**src/rtl/mac6x3_pkg.sv**
```systemverilog
// Shared encodings for the 6x3 multiply-accumulate sequencer.
package mac6x3_pkg;

  localparam int ACC_W        = 12;
  localparam int CTRL_CLR_BIT = 0;
  localparam int CTRL_SEL_BIT = 1;

  typedef enum logic [1:0] {
    CMD_LOAD_LO   = 2'b00,
    CMD_LOAD_HI   = 2'b01,
    CMD_LOAD_B_GO = 2'b10,
    CMD_CTRL      = 2'b11
  } cmd_e;

  typedef enum logic [1:0] {
    IDLE   = 2'd0,
    MUL_LO = 2'd1,
    MUL_HI = 2'd2
  } state_e;

endpackage

```
**src/rtl/mul3x3_core.sv**
```systemverilog
// Unsigned 3x3 -> 6 bit combinational multiplier, time-shared by the sequencer.
module mul3x3_core (
  input  logic [2:0] a,
  input  logic [2:0] b,
  output logic [5:0] p
);

  // Operands widened to the product width so no bits are lost.
  always_comb begin
    p = {3'b000, a} * {3'b000, b};
  end

endmodule

```
**src/rtl/mac6x3_sequencer.sv**
```systemverilog
// Pin-driven MAC controller: loads A (6b) and B (3b) over a 3-bit bus, computes
// A*B in two passes of a shared 3x3 multiplier and accumulates into 12 bits.
module mac6x3_sequencer #(
  parameter int SYNC_STAGES = 2,
  parameter int ACC_W       = mac6x3_pkg::ACC_W
) (
  input  logic [7:0] io_in,
  output logic [7:0] io_out
);

  import mac6x3_pkg::*;

  if (SYNC_STAGES < 2 || SYNC_STAGES > 3) begin : g_bad_sync
    $error("SYNC_STAGES must be 2 or 3");
  end

  logic clk;
  logic rst;
  logic [5:0] pin_bus;

  assign clk     = io_in[0];
  assign rst     = io_in[1];
  assign pin_bus = io_in[7:2];  // {data, cmd, strobe}

  logic [SYNC_STAGES-1:0][5:0] sync_q, sync_d;
  logic                        strb_prev_q, strb_prev_d;
  state_e                      state_q, state_d;
  logic [5:0]                  a_q, a_d;
  logic [2:0]                  b_q, b_d;
  logic [5:0]                  partial_q, partial_d;
  logic [ACC_W-1:0]            acc_q, acc_d;
  logic                        ovf_q, ovf_d;
  logic                        out_sel_q, out_sel_d;

  logic [5:0]                  sync_out;
  logic                        cmd_edge;
  cmd_e                        cmd;
  logic [2:0]                  cmd_data;
  logic [2:0]                  mul_a;
  logic [5:0]                  mul_p;
  logic [ACC_W:0]              mac_sum;

  assign sync_out = sync_q[SYNC_STAGES-1];
  assign cmd_edge = sync_out[0] & ~strb_prev_q;
  assign cmd      = cmd_e'(sync_out[2:1]);
  assign cmd_data = sync_out[5:3];

  mul3x3_core u_mul (
    .a (mul_a),
    .b (b_q),
    .p (mul_p)
  );

  // Strobe, cmd and data shift together so the command is aligned with the edge.
  always_comb begin
    sync_d      = {sync_q[SYNC_STAGES-2:0], pin_bus};
    strb_prev_d = sync_out[0];
  end

  // Command decode, two-pass multiply sequencing and accumulation.
  always_comb begin
    state_d   = state_q;
    a_d       = a_q;
    b_d       = b_q;
    partial_d = partial_q;
    acc_d     = acc_q;
    ovf_d     = ovf_q;
    out_sel_d = out_sel_q;
    mul_a     = a_q[2:0];
    mac_sum   = {1'b0, acc_q} + (ACC_W+1)'(partial_q) + (ACC_W+1)'({mul_p, 3'b000});

    case (state_q)
      IDLE: begin
        if (cmd_edge) begin
          case (cmd)
            CMD_LOAD_LO: a_d[2:0] = cmd_data;
            CMD_LOAD_HI: a_d[5:3] = cmd_data;
            CMD_LOAD_B_GO: begin
              b_d     = cmd_data;
              state_d = MUL_LO;
            end
            CMD_CTRL: begin
              if (cmd_data[CTRL_CLR_BIT]) begin
                acc_d = '0;
                ovf_d = 1'b0;
              end
              out_sel_d = cmd_data[CTRL_SEL_BIT];
            end
          endcase
        end
      end
      MUL_LO: begin
        mul_a     = a_q[2:0];
        partial_d = mul_p;
        state_d   = MUL_HI;
      end
      MUL_HI: begin
        mul_a   = a_q[5:3];
        acc_d   = mac_sum[ACC_W-1:0];
        ovf_d   = ovf_q | mac_sum[ACC_W];
        state_d = IDLE;
      end
      default: state_d = IDLE;
    endcase
  end

  // All state registers, synchronous active-high reset.
  always_ff @(posedge clk) begin
    if (rst) begin
      sync_q      <= '0;
      strb_prev_q <= 1'b0;
      state_q     <= IDLE;
      a_q         <= '0;
      b_q         <= '0;
      partial_q   <= '0;
      acc_q       <= '0;
      ovf_q       <= 1'b0;
      out_sel_q   <= 1'b0;
    end else begin
      sync_q      <= sync_d;
      strb_prev_q <= strb_prev_d;
      state_q     <= state_d;
      a_q         <= a_d;
      b_q         <= b_d;
      partial_q   <= partial_d;
      acc_q       <= acc_d;
      ovf_q       <= ovf_d;
      out_sel_q   <= out_sel_d;
    end
  end

  assign io_out = {state_q != IDLE, ovf_q,
                   out_sel_q ? acc_q[ACC_W-1:ACC_W/2] : acc_q[ACC_W/2-1:0]};

endmodule
```
**config.mk**
```make
export PLATFORM = sky130hd
export DESIGN_NAME = mac6x3_sequencer
export DESIGN_NICKNAME = d
export VERILOG_FILES = /design/src/rtl/mac6x3_pkg.sv /design/src/rtl/mul3x3_core.sv /design/src/rtl/mac6x3_sequencer.sv
export SDC_FILE = /design/constraint.sdc
export NUM_CORES = 1
export LEC_CHECK = 0
export CAP_MARGIN = 10
export CORE_AREA = 10 10 80 82
export CTS_BUF_LIST = sky130_fd_sc_hd__clkbuf_2 sky130_fd_sc_hd__clkbuf_4 sky130_fd_sc_hd__clkbuf_8
export DETAILED_ROUTE_END_ITERATION = 12
export DIE_AREA = 0 0 90 92
export GPL_TIMING_DRIVEN = 0
export PLACE_DENSITY = 0.7
export REMOVE_ABC_BUFFERS = 1
export SLEW_MARGIN = 40
export SYNTH_ARGS = -nofsm -noshare
export SYNTH_HDL_FRONTEND = slang
export SYNTH_SLANG_ARGS = --single-unit
```
**constraint.sdc**
```tcl
create_clock -name io_in -period 5.65 [get_ports io_in]
set_clock_uncertainty 0.05 [all_clocks]
set_input_delay 0.565 -clock io_in [delete_from_list [all_inputs] [get_ports io_in]]
set_output_delay 0.565 -clock io_in [all_outputs]
set_load 0.05 [all_outputs]
```
# After elaboration in Yosys (flattened, before gate mapping)
# Cells that the tools add are included.
dict set report totals {
  ff_bits 44
  latch_bits 0
  ramBits 0
  romBits 0
  inputBits 8
  elab_cells 49
  n_memories 0
}
dict set report op_classes {
  n_addsub 2
  multipliers 1
  div 0
  n_lt_le_gt_ge 0
  n_eq_ne 9
  shifts 0
  mux 13
  bitwise 3
  reduce_logical 10
}
# cell count
set op_table {}
lappend op_table {{$mux 12} 3}
lappend op_table {{$pmux 12 s2} 1}
lappend op_table {{$add 12x6->13} 1}
lappend op_table {{$add 13x9->13} 1}
lappend op_table {{$reduce_and 3->1} 4}
lappend op_table {{$eq 2x2->1 const B} 3}
lappend op_table {{$mul 3x3->6} 1}
lappend op_table {{$mux 6} 1}
lappend op_table {{$eq 2x1->1 const B} 2}
lappend op_table {{$logic_not 2->1} 2}
lappend op_table {{$mux 2} 2}
lappend op_table {{$ne 2x1->1 const B} 2}
lappend op_table {{$ne 2x2->1 const B} 2}
lappend op_table {{$pmux 2 s2} 1}
lappend op_table {{$reduce_and 4->1} 1}
lappend op_table {{$reduce_bool 2->1} 2}
lappend op_table {{$mux 1} 3}
lappend op_table {{$mux 3} 1}
lappend op_table {{$pmux 1 s2} 1}
lappend op_table {{$reduce_and 2->1} 1}
lappend op_table {{$and 1x1->1} 1}
lappend op_table {{$not 1->1} 1}
lappend op_table {{$or 1x1->1} 1}

# Logic depth before layout (Yosys ltp)
# Gate-level depths: netlist of run 1.
dict set report depth {
  ltp_word 6
  depth_mapped 17
}

# Cells and area by module
# A second synthesis of run 1 with hierarchy kept.
dict set report hier_totals {
  cells_unflattened 251
  hier_area_um2 2402.3
}
# mod n_inst cells_per_inst area_each_um2 seq_area_each_um2
set by_module_without_submodules {}
lappend by_module_without_submodules {mac6x3_sequencer 1 227 2205.9 880.8}
lappend by_module_without_submodules {mul3x3_core 1 24 196.4 0.0}

# Worst setup path before layout of run 1
# OpenSTA, ideal clock, no wires.
dict set report synth_path {
  path_type {register to register}
  start {register state_q[0]}
  end {register acc_q[11]}
  setup_ns 0.121
  arrival_ns 3.776
  required_time_ns 5.479
  setup_slack_ns 1.703
  path_stages_with_launch 17
  path_buffers 1
  synth_period_minus_slack_ns 3.947
  path_cell_list {dfxtp_1 nand2b_1 buf_2 mux2i_1 nand2b_1 fa_1 inv_1 ha_1 inv_1 fa_1 xnor2_1 ha_1 ha_1 o21ai_0 a2111oi_0 o31ai_1 mux2_2}
}
dict set report synth_via {
  elab_chain_len 5
  word_cells_on_any_way 11
  classes_between {add/sub: 1; mul: 1; eq/ne: 4; mux: 2; reduce/logical: 3}
}
# item line_no
set synth_rtl {}
lappend synth_rtl {{start: declaration} mac6x3_sequencer.sv:27} ;# state_e state_q, state_d;
lappend synth_rtl {{start signal: assignment} mac6x3_sequencer.sv:122} ;# state_q <= state_d;
lappend synth_rtl {{$eq 2x2->1} mac6x3_sequencer.sv:72} ;# case (state_q)
lappend synth_rtl {{$mux 3} mac6x3_sequencer.sv:72}
lappend synth_rtl {{$mul 3x3->6} mul3x3_core.sv:10} ;# p = {3'b000, a} * {3'b000, b};
lappend synth_rtl {{via mul_p[4]} mac6x3_sequencer.sv:40} ;# logic [5:0] mul_p;
lappend synth_rtl {{$add 13x9->13} mac6x3_sequencer.sv:70} ;# mac_sum = {1'b0, acc_q} + (ACC_W+1)'(partial_q) + (ACC_W+1)'({mul_p, 3'b000});
lappend synth_rtl {{$pmux 12 s2} mac6x3_sequencer.sv:72}
lappend synth_rtl {{end signal: assignment} mac6x3_sequencer.sv:116} ;# acc_q <= '0;
lappend synth_rtl {{end signal: assignment} mac6x3_sequencer.sv:126} ;# acc_q <= acc_d;
lappend synth_rtl {{end: declaration} mac6x3_sequencer.sv:31} ;# logic [ACC_W-1:0] acc_q, acc_d;
# The timed path passes the listed nets, and every way through them passes these cells.
# A chain may end at the register's enable or synchronous reset.

# Worst setup path after layout of run 1
# Same ends and word-level chain as after synthesis.

==> reports/results.txt, run 1 <==
Worst min-delay path endpoint -> sync_d[8]
LEAKAGE -> 1.236 nW
Die area -> 0.008280 mm²
Per-cell routed wire length -> 14.92 µm
Kind of path behind the tightest hold check -> clock port to flip-flop
Final Net Count -> 311
Setup slack, reg-to-reg -> 0.94 ns
Total negative slack for setup checks -> 0 ns
Internal cell power -> 0.8709 mW
Sequential element share of the synthesized area -> 0.3709
Length in cells of the worst reg-to-reg path -> 15
Arrival time worst endpoint -> 4.86 ns
Detailed-route vias per instance -> 5.417
RSZ-0062 raised after global routing -> false
Layout cells sized above 1 -> 0.1579
Antenna fix cells -> 0
Number of antenna violations at the first check in global routing -> 0
Synth Area in XOR/XNOR -> 0.01475
Hold Crit Start -> io_in[4]
Portion of total power attributed to sequential cells -> 0.274
Ratio of final minimum period to clock period -> 0.8339
Critical Path End Type -> flip-flop
Total number of cells along the worst setup path -> 15
Number of DRC violations after detailed-routing iteration 0 -> 141
Violations in the final reports -> hold timing
Post-Synthesis Mean Instance Area -> 9.350 µm²
#FFs+latches synth -> 44
Adder-cell share of the synthesized area -> 0.1560
Synthesized instance count -> 254
Distinct cell type count after synthesis -> 41
Largest family of logic cells by synthesized area -> simple AND/OR/NAND/NOR gates
CP peak stage delay -> 0.50 ns
Width of the die -> 90 µm
Critical path buffers and inverters -> 2
Routability Congestion -> 0.8426
Routed WL -> 5297 µm
Yosys Warn Count -> 0
Setup Crit Path Kind -> flip-flop to flip-flop
Maxcap violations -> 0
Number of global-route vias before repair -> 2,233
Max rail drop VDD -> 0.0002919 V
Number of buffers added for setup after CTS -> 0
Fraction of the mapped netlist area in compound gates -> 0.1401
Most prevalent standard cell on the critical path -> ha_1
Final-layout fill cell count -> 414
Count of endpoints failing hold in the final timing report -> 6
Gate power share -> 0
Maximum number of pins on one net before global-route repair -> 15
Post-DP HPWL -> 3403 µm
Register Area -> 880.8 µm²
GRT Total Usage -> 0.1614
Summed instance area of the synthesized netlist -> 0.002375 mm²
Worst-path cell with the longest stage delay -> nand2b_1
Worst slew margin -> 0.6218
Type of element launching the critical path -> flip-flop
Destination of the worst register-to-register timing path -> acc_q[11]
Detailed-routing iteration count for the pre-antenna-repair pass -> 7
Number of slew-limit violations in the final report -> 0
Worst EP required -> 5.79 ns
Total core area -> 0.004912 mm²
Clock latency on the worst-skew pair -> 0.30 ns
Initial Utilization -> 0.4834
Share of cell area taken by muxes after synthesis -> 0.08008
Worst-Margin Slew -> 0.5674 ns
Net switching share of the total power -> 0.3123
Clock-pin slew on the worst setup and hold paths -> 0.08 ns
Area growth from synthesis to layout -> 22.18%
Total area of multi-input combinational cells -> 0.001410 mm²
Post-Synth Simple-Gate Area -> 0.2028
Buffers added on ports -> 8
Worst hold path stage count -> 1
Total congestion overflow after global routing -> 0
CTS tree -> built
Total I/O pin count -> 16
Via count -> 1,923
Maximum operating frequency -> 212.2 MHz
Fin crit period -> 4.712 ns
Post-CTS Hold Fix Bufs -> 0
Post-CTS Resized -> 0
Setup-violating endpoint count in the final report -> 0
Post-detailed-route DRC marker count -> 0
Number of antenna-violating nets in the routed design -> 0
Worst-case hold slack -> -0.2237 ns
Core Rows -> 26
Power density over the cells -> 436.4 mW/mm²
Sequence of cells on the critical path -> nand2b_1, mux2i_1, nand2b_1, fa_1, inv_1, ha_1, inv_1, fa_1, xnor2_1, ha_1, ha_1, o21ai_0, a2111oi_0, o31ai_1, mux2_2
Wire length of the first global-routing pass -> 9252 µm
Die Ht -> 92 µm
Run status -> finished, violations left
Maximum fanout encountered on the critical timing path -> 12
Dominant delay contributor by cell family on the critical path -> adder cells
Clock Power Share -> 0.726
Switching power total -> 0.3955 mW
Launching point of the worst reg2reg path -> state_q[0]
[kinds of logic after synthesis]
| logic type | count (synthesis) |
|---|---|
| AND/OR/NAND/NOR | 92 |
| XOR/XNOR | 4 |
| buffers and inverters | 20 |
| multiplexers | 18 |
| adder cells (fa/ha/maj) | 26 |
| flip-flops | 44 |
| AO/OA/AOI/OAI | 50 |
[state kept, by name, indices dropped and copies added, names as in the netlist]
| name | cells |
|---|---|
| strb_prev_q | 1 |
| b_q | 3 |
| sync_d | 6 |
| acc_q | 12 |
| out_sel_q | 1 |
| a_q | 6 |
| partial_q | 6 |
| state_q | 2 |
| ovf_q | 1 |
| sync_out | 6 |
[layout make-up]
type                    count  share of cell area
clock buffers              27              0.1186
clock inverters             5             0.01984
multi-input cells         190              0.4860
repair buffers              8             0.02760
well taps                  70             0.03019
flip-flops and latches     44              0.3036
inverters                  11             0.01423
[synthesized netlist by cell type (all sizes together)]
| cell type | n | share of area |
|---|---|---|
| and2 | 1 | 0.0026 |
| or2 | 1 | 0.0026 |
| nor2 | 24 | 0.039 |
| a32o | 2 | 0.0084 |
| nor3 | 3 | 0.0084 |
| or4b | 2 | 0.012 |
| a31oi | 2 | 0.0053 |
| a211o | 1 | 0.0037 |
| a2111oi | 2 | 0.0074 |
| a21o | 3 | 0.0095 |
| o31ai | 2 | 0.0063 |
| a21oi | 17 | 0.036 |
| nand2 | 21 | 0.033 |
| nor2b | 23 | 0.061 |
| mux2 | 8 | 0.038 |
| buf | 3 | 0.0084 |
| dfxtp | 44 | 0.37 |
| fa | 6 | 0.051 |
| or3 | 1 | 0.0026 |
| a2111o | 1 | 0.0047 |
| a22o | 3 | 0.011 |
| o31a | 1 | 0.0037 |
| nor3b | 2 | 0.0084 |
| nand3 | 7 | 0.015 |
| o21a | 4 | 0.013 |
| xnor2 | 4 | 0.015 |
| a211oi | 2 | 0.0063 |
| ha | 20 | 0.11 |
| a22oi | 1 | 0.0032 |
| nand3b | 1 | 0.0032 |
| and3 | 1 | 0.0026 |
| o211ai | 3 | 0.0095 |
| mux2i | 10 | 0.042 |
| o21ai | 6 | 0.013 |
| clkbuf | 6 | 0.0095 |
| inv | 11 | 0.017 |
| nand2b | 5 | 0.013 |
[power by group through the flow]
stage          registers, mW   logic [mW]  clock network [mW]
4_1_cts                0.347  0.000000535               0.955
6_report               0.347  0.000000535               0.920
3_5_place_dp           0.357  0.000000535               0.165
2_1_floorplan          0.357  0.000000508               0.165
3_3_place_gp           0.357  0.000000535               0.165
5_1_grt                0.347  0.000000535                1.03
[metal layers]
layer / up-vias / GRT usage / routed length [µm]
li1: 932 / - / -
met1: 893 / 0.1433 / 2267
met2: 84 / 0.1816 / 2374
met3: 14 / 0.1589 / 540
met4: 0 / 0.2056 / 114
met5: - / 0.005952 / 0
[worst max path at each step]
stage	from	endpoint	slack [ns]
2_1_floorplan	state_q[0]	acc_q[11]	1.69
3_3_place_gp	state_q[0]	acc_q[11]	1.14
3_5_place_dp	state_q[0]	acc_q[11]	1.03
4_1_cts	state_q[1]	acc_q[11]	0.99
5_1_grt	state_q[0]	acc_q[11]	0.68
6_report	state_q[0]	acc_q[11]	0.94
[cell usage in the layout (no fill, tap or decap), types with 6 or more instances in the layout]
cell / count
a21oi_1: 17
clkbuf_8: 23
inv_1: 11
ha_1: 20
mux2i_1: 10
nor2_1: 23
dfxtp_1: 44
nand3_1: 7
o21ai_0: 6
mux2_2: 8
clkdlybuf4s50_1: 8
nand2_1: 21
fa_1: 6
nor2b_1: 23
[stage by stage]
stage,power (mW),area [µm²],util,worst slack (ns),instances
after floorplan,0.5216,2332,-,1.691,245
after global placement,0.5216,2500,0.5089,1.137,323
after global routing,1.378,2902,0.5907,0.6813,355
after CTS,1.302,2902,0.5907,0.9883,355
final,1.266,2902,0.5907,0.9383,355
after detailed placement,0.5216,2500,0.5089,1.032,323
Power figures use the tool's default switching activity.
==> run 2, diff against run 1 <==
==> constraint.sdc (replaced) <==
create_clock -name io_in -period 4.5 [get_ports io_in]
set_clock_uncertainty 0.05 [all_clocks]
set_input_delay 0.45 -clock io_in [delete_from_list [all_inputs] [get_ports io_in]]
set_output_delay 0.45 -clock io_in [all_outputs]
set_load 0.05 [all_outputs]
==> run 2 against run 1 <==
Against the previous run: the flow still finishes with violations (hold timing); fmax grew 10%; sequential power increased by 25%; design area is 1.5% higher; cell count up 0.56%; flip-flop and latch count did not move; die area stayed put; via count grew 0.78%; register-to-register slack worse by 0.71 ns; first-iteration DRC count up 4.3%; largest cell class unchanged.
==> reports/results.txt, run 2 (synthesis results as in run 1) <==
Run status -> finished, violations left
Violations in the final reports -> hold timing
Per-cell routed wire length -> 14.81 µm (-0.75%)
Max rail drop VDD -> 0.0003646 V (+25%)
Initial Utilization -> 0.4834 (unchanged)
Worst slew margin -> 0.6534 (+0.03164)
Routability Congestion -> 0.8426 (unchanged)
Routed WL -> 5287 µm (-0.19%)
Total I/O pin count -> 16 (unchanged)
Power density over the cells -> 540.7 mW/mm² (+24%)
Launching point of the worst reg2reg path -> state_q[0]
Core Rows -> 26 (unchanged)
Final-layout fill cell count -> 404 (-2.4%)
Total area of multi-input combinational cells -> 0.001438 mm² (+2.0%)
Die area -> 0.008280 mm² (unchanged)
Setup Crit Path Kind -> flip-flop to flip-flop
Length in cells of the worst reg-to-reg path -> 15 (unchanged)
Fin crit period -> 4.277 ns (-0.4352 ns)
Count of endpoints failing hold in the final timing report -> 6 (unchanged)
Number of slew-limit violations in the final report -> 0 (unchanged)
Area growth from synthesis to layout -> 24.03%
Commonest non-fill, non-tap cell in the layout -> dfxtp_1
Number of global-route vias before repair -> 2,314 (+3.6%)
Clock latency on the worst-skew pair -> 0.30 ns (about the same)
Worst-case hold slack -> -0.2210 ns (+0.002688 ns)
Ratio of final minimum period to clock period -> 0.9503 (+0.1164)
Maximum fanout encountered on the critical timing path -> 12 (unchanged)
Detailed-route vias per instance -> 5.429 (+0.22%)
Placed Cells -> 323 (unchanged)
Most frequent cells in the layout -> dfxtp_1 (43), nor2_1 (23), clkbuf_8 (23)
Setup-violating endpoint count in the final report -> 0 (unchanged)
Setup slack, reg-to-reg -> 0.22 ns (-0.71 ns)
Number of antenna-violating nets in the routed design -> 0 (unchanged)
Wire length of the first global-routing pass -> 9501 µm (+2.7%)
Maximum number of pins on one net before global-route repair -> 15 (unchanged)
Critical Path End Type -> flip-flop
Clock-pin slew on the worst setup and hold paths -> 0.09 ns (about the same)
Critical path capture point -> acc_q[11]
GRT Total Usage -> 0.1626 (+0.001192)
Antenna fix cells -> 0 (unchanged)
Arrival time worst endpoint -> 4.42 ns (-0.44 ns)
Max reg flops -> 12 (unchanged)
Die Ht -> 92 µm (unchanged)
LEAKAGE -> 1.251 nW (+1.1%)
Post-detailed-route DRC marker count -> 0 (unchanged)
Worst-Margin Slew -> 0.5183 ns (-0.04909 ns)
Destination of the worst register-to-register timing path -> acc_q[11]
RSZ-0062 raised after global routing -> false
Detailed-routing iteration count for the pre-antenna-repair pass -> 6 (-1)
Width of the die -> 90 µm (unchanged)
Maxcap violations -> 0 (unchanged)
Number of DRC violations after detailed-routing iteration 0 -> 147 (+4.3%)
Total negative slack for setup checks -> 0 ns (unchanged)
Type of element launching the critical path -> flip-flop
Worst hold path stage count -> 1 (unchanged)
Layout cells sized above 1 -> 0.1812 (+0.02329)
Buffers added on ports -> 8 (unchanged)
Maximum operating frequency -> 233.8 MHz (+10%)
Total core area -> 0.004912 mm² (unchanged)
Kind of path behind the tightest hold check -> clock port to flip-flop
Register Area -> 882.1 µm² (+0.14%)
Via count -> 1,938 (+0.78%)
Register containing the most flip-flops in the final layout -> acc_q
Launching element of the worst setup path -> state_q[0]
Post-DP HPWL -> 3403 µm (unchanged)
Final Net Count -> 313 (+0.64%)
Worst EP required -> 4.64 ns (-1.15 ns)
CTS tree -> built
Total congestion overflow after global routing -> 0 (unchanged)
Final Instance Count excl. Fillers -> 357 (+0.56%)
Number of antenna violations at the first check in global routing -> 0 (unchanged)
run 2: stage by stage:
stage | utilization | total power [mW] | hold WS [ns] | setup WS [ns] | cell area [µm²]
floorplan | - | 0.6549 | 0.01907 | 0.5410 | 2332
CTS | 0.5937 | 1.635 | -0.2232 | 0.05053 | 2917
detailed placement | 0.5089 | 0.6549 | 0.01907 | -0.1177 | 2500
global placement | 0.5089 | 0.6549 | 0.01907 | -0.01341 | 2500
global route | 0.5996 | 1.730 | -0.2335 | 0.04489 | 2945
finish | 0.5996 | 1.593 | -0.2210 | 0.2235 | 2945
run 2: layout make-up:
| type | count | area share |
|---|---|---|
| sequential | 44 | 0.2995 |
| clock inverter | 5 | 0.01954 |
| inverter | 11 | 0.01402 |
| timing repair buffer | 10 | 0.03229 |
| clock buffer | 27 | 0.1168 |
| tap | 70 | 0.02974 |
| multi-input combinational | 190 | 0.4881 |
run 2: routing by layer:
metal  global-route usage  share of wire  up-vias
met5             0.005952              0        -
met4               0.2122          0.032        0
met3               0.1720           0.10       24
met2               0.1737           0.44       93
met1               0.1428           0.42      884
li1                     -              -      937
run 2: how the worst min path moves through the flow:
stage                end  slack (ns)      from
6_report       sync_d[9]       -0.22  io_in[5]
5_1_grt        sync_d[9]       -0.23  io_in[5]
4_1_cts        sync_d[8]       -0.22  io_in[4]
3_5_place_dp      a_q[3]        0.02  io_in[1]
3_3_place_gp      a_q[3]        0.02  io_in[1]
2_1_floorplan     a_q[3]        0.02  io_in[1]
run 2: critical path, cell delays in order, from the launching register on:
cell and delay [ns]:
dfxtp_2 0.41, nand2b_4 0.25, mux2i_1 0.30, nand2b_1 0.17, fa_1 0.41, inv_1 0.07, ha_1 0.17, inv_1 0.06
fa_1 0.40, xnor2_2 0.23, ha_1 0.28, ha_1 0.39, o21ai_0 0.15, a2111oi_1 0.39, o31ai_1 0.17, mux2_2 0.29
run 2: repair_timing:
action,CTS,global route
gates cloned,0,0
hold buffers,0,0
setup endpoints to repair,1,2
buffers inserted,0,2
resized for setup,4,4
run 2: power by group:
part / internal [mW] / switching, mW
sequential: 0.435 / 0
combinational: 0 / 0
clock: 0.659 / 0.499
total: 1.09 / 0.499
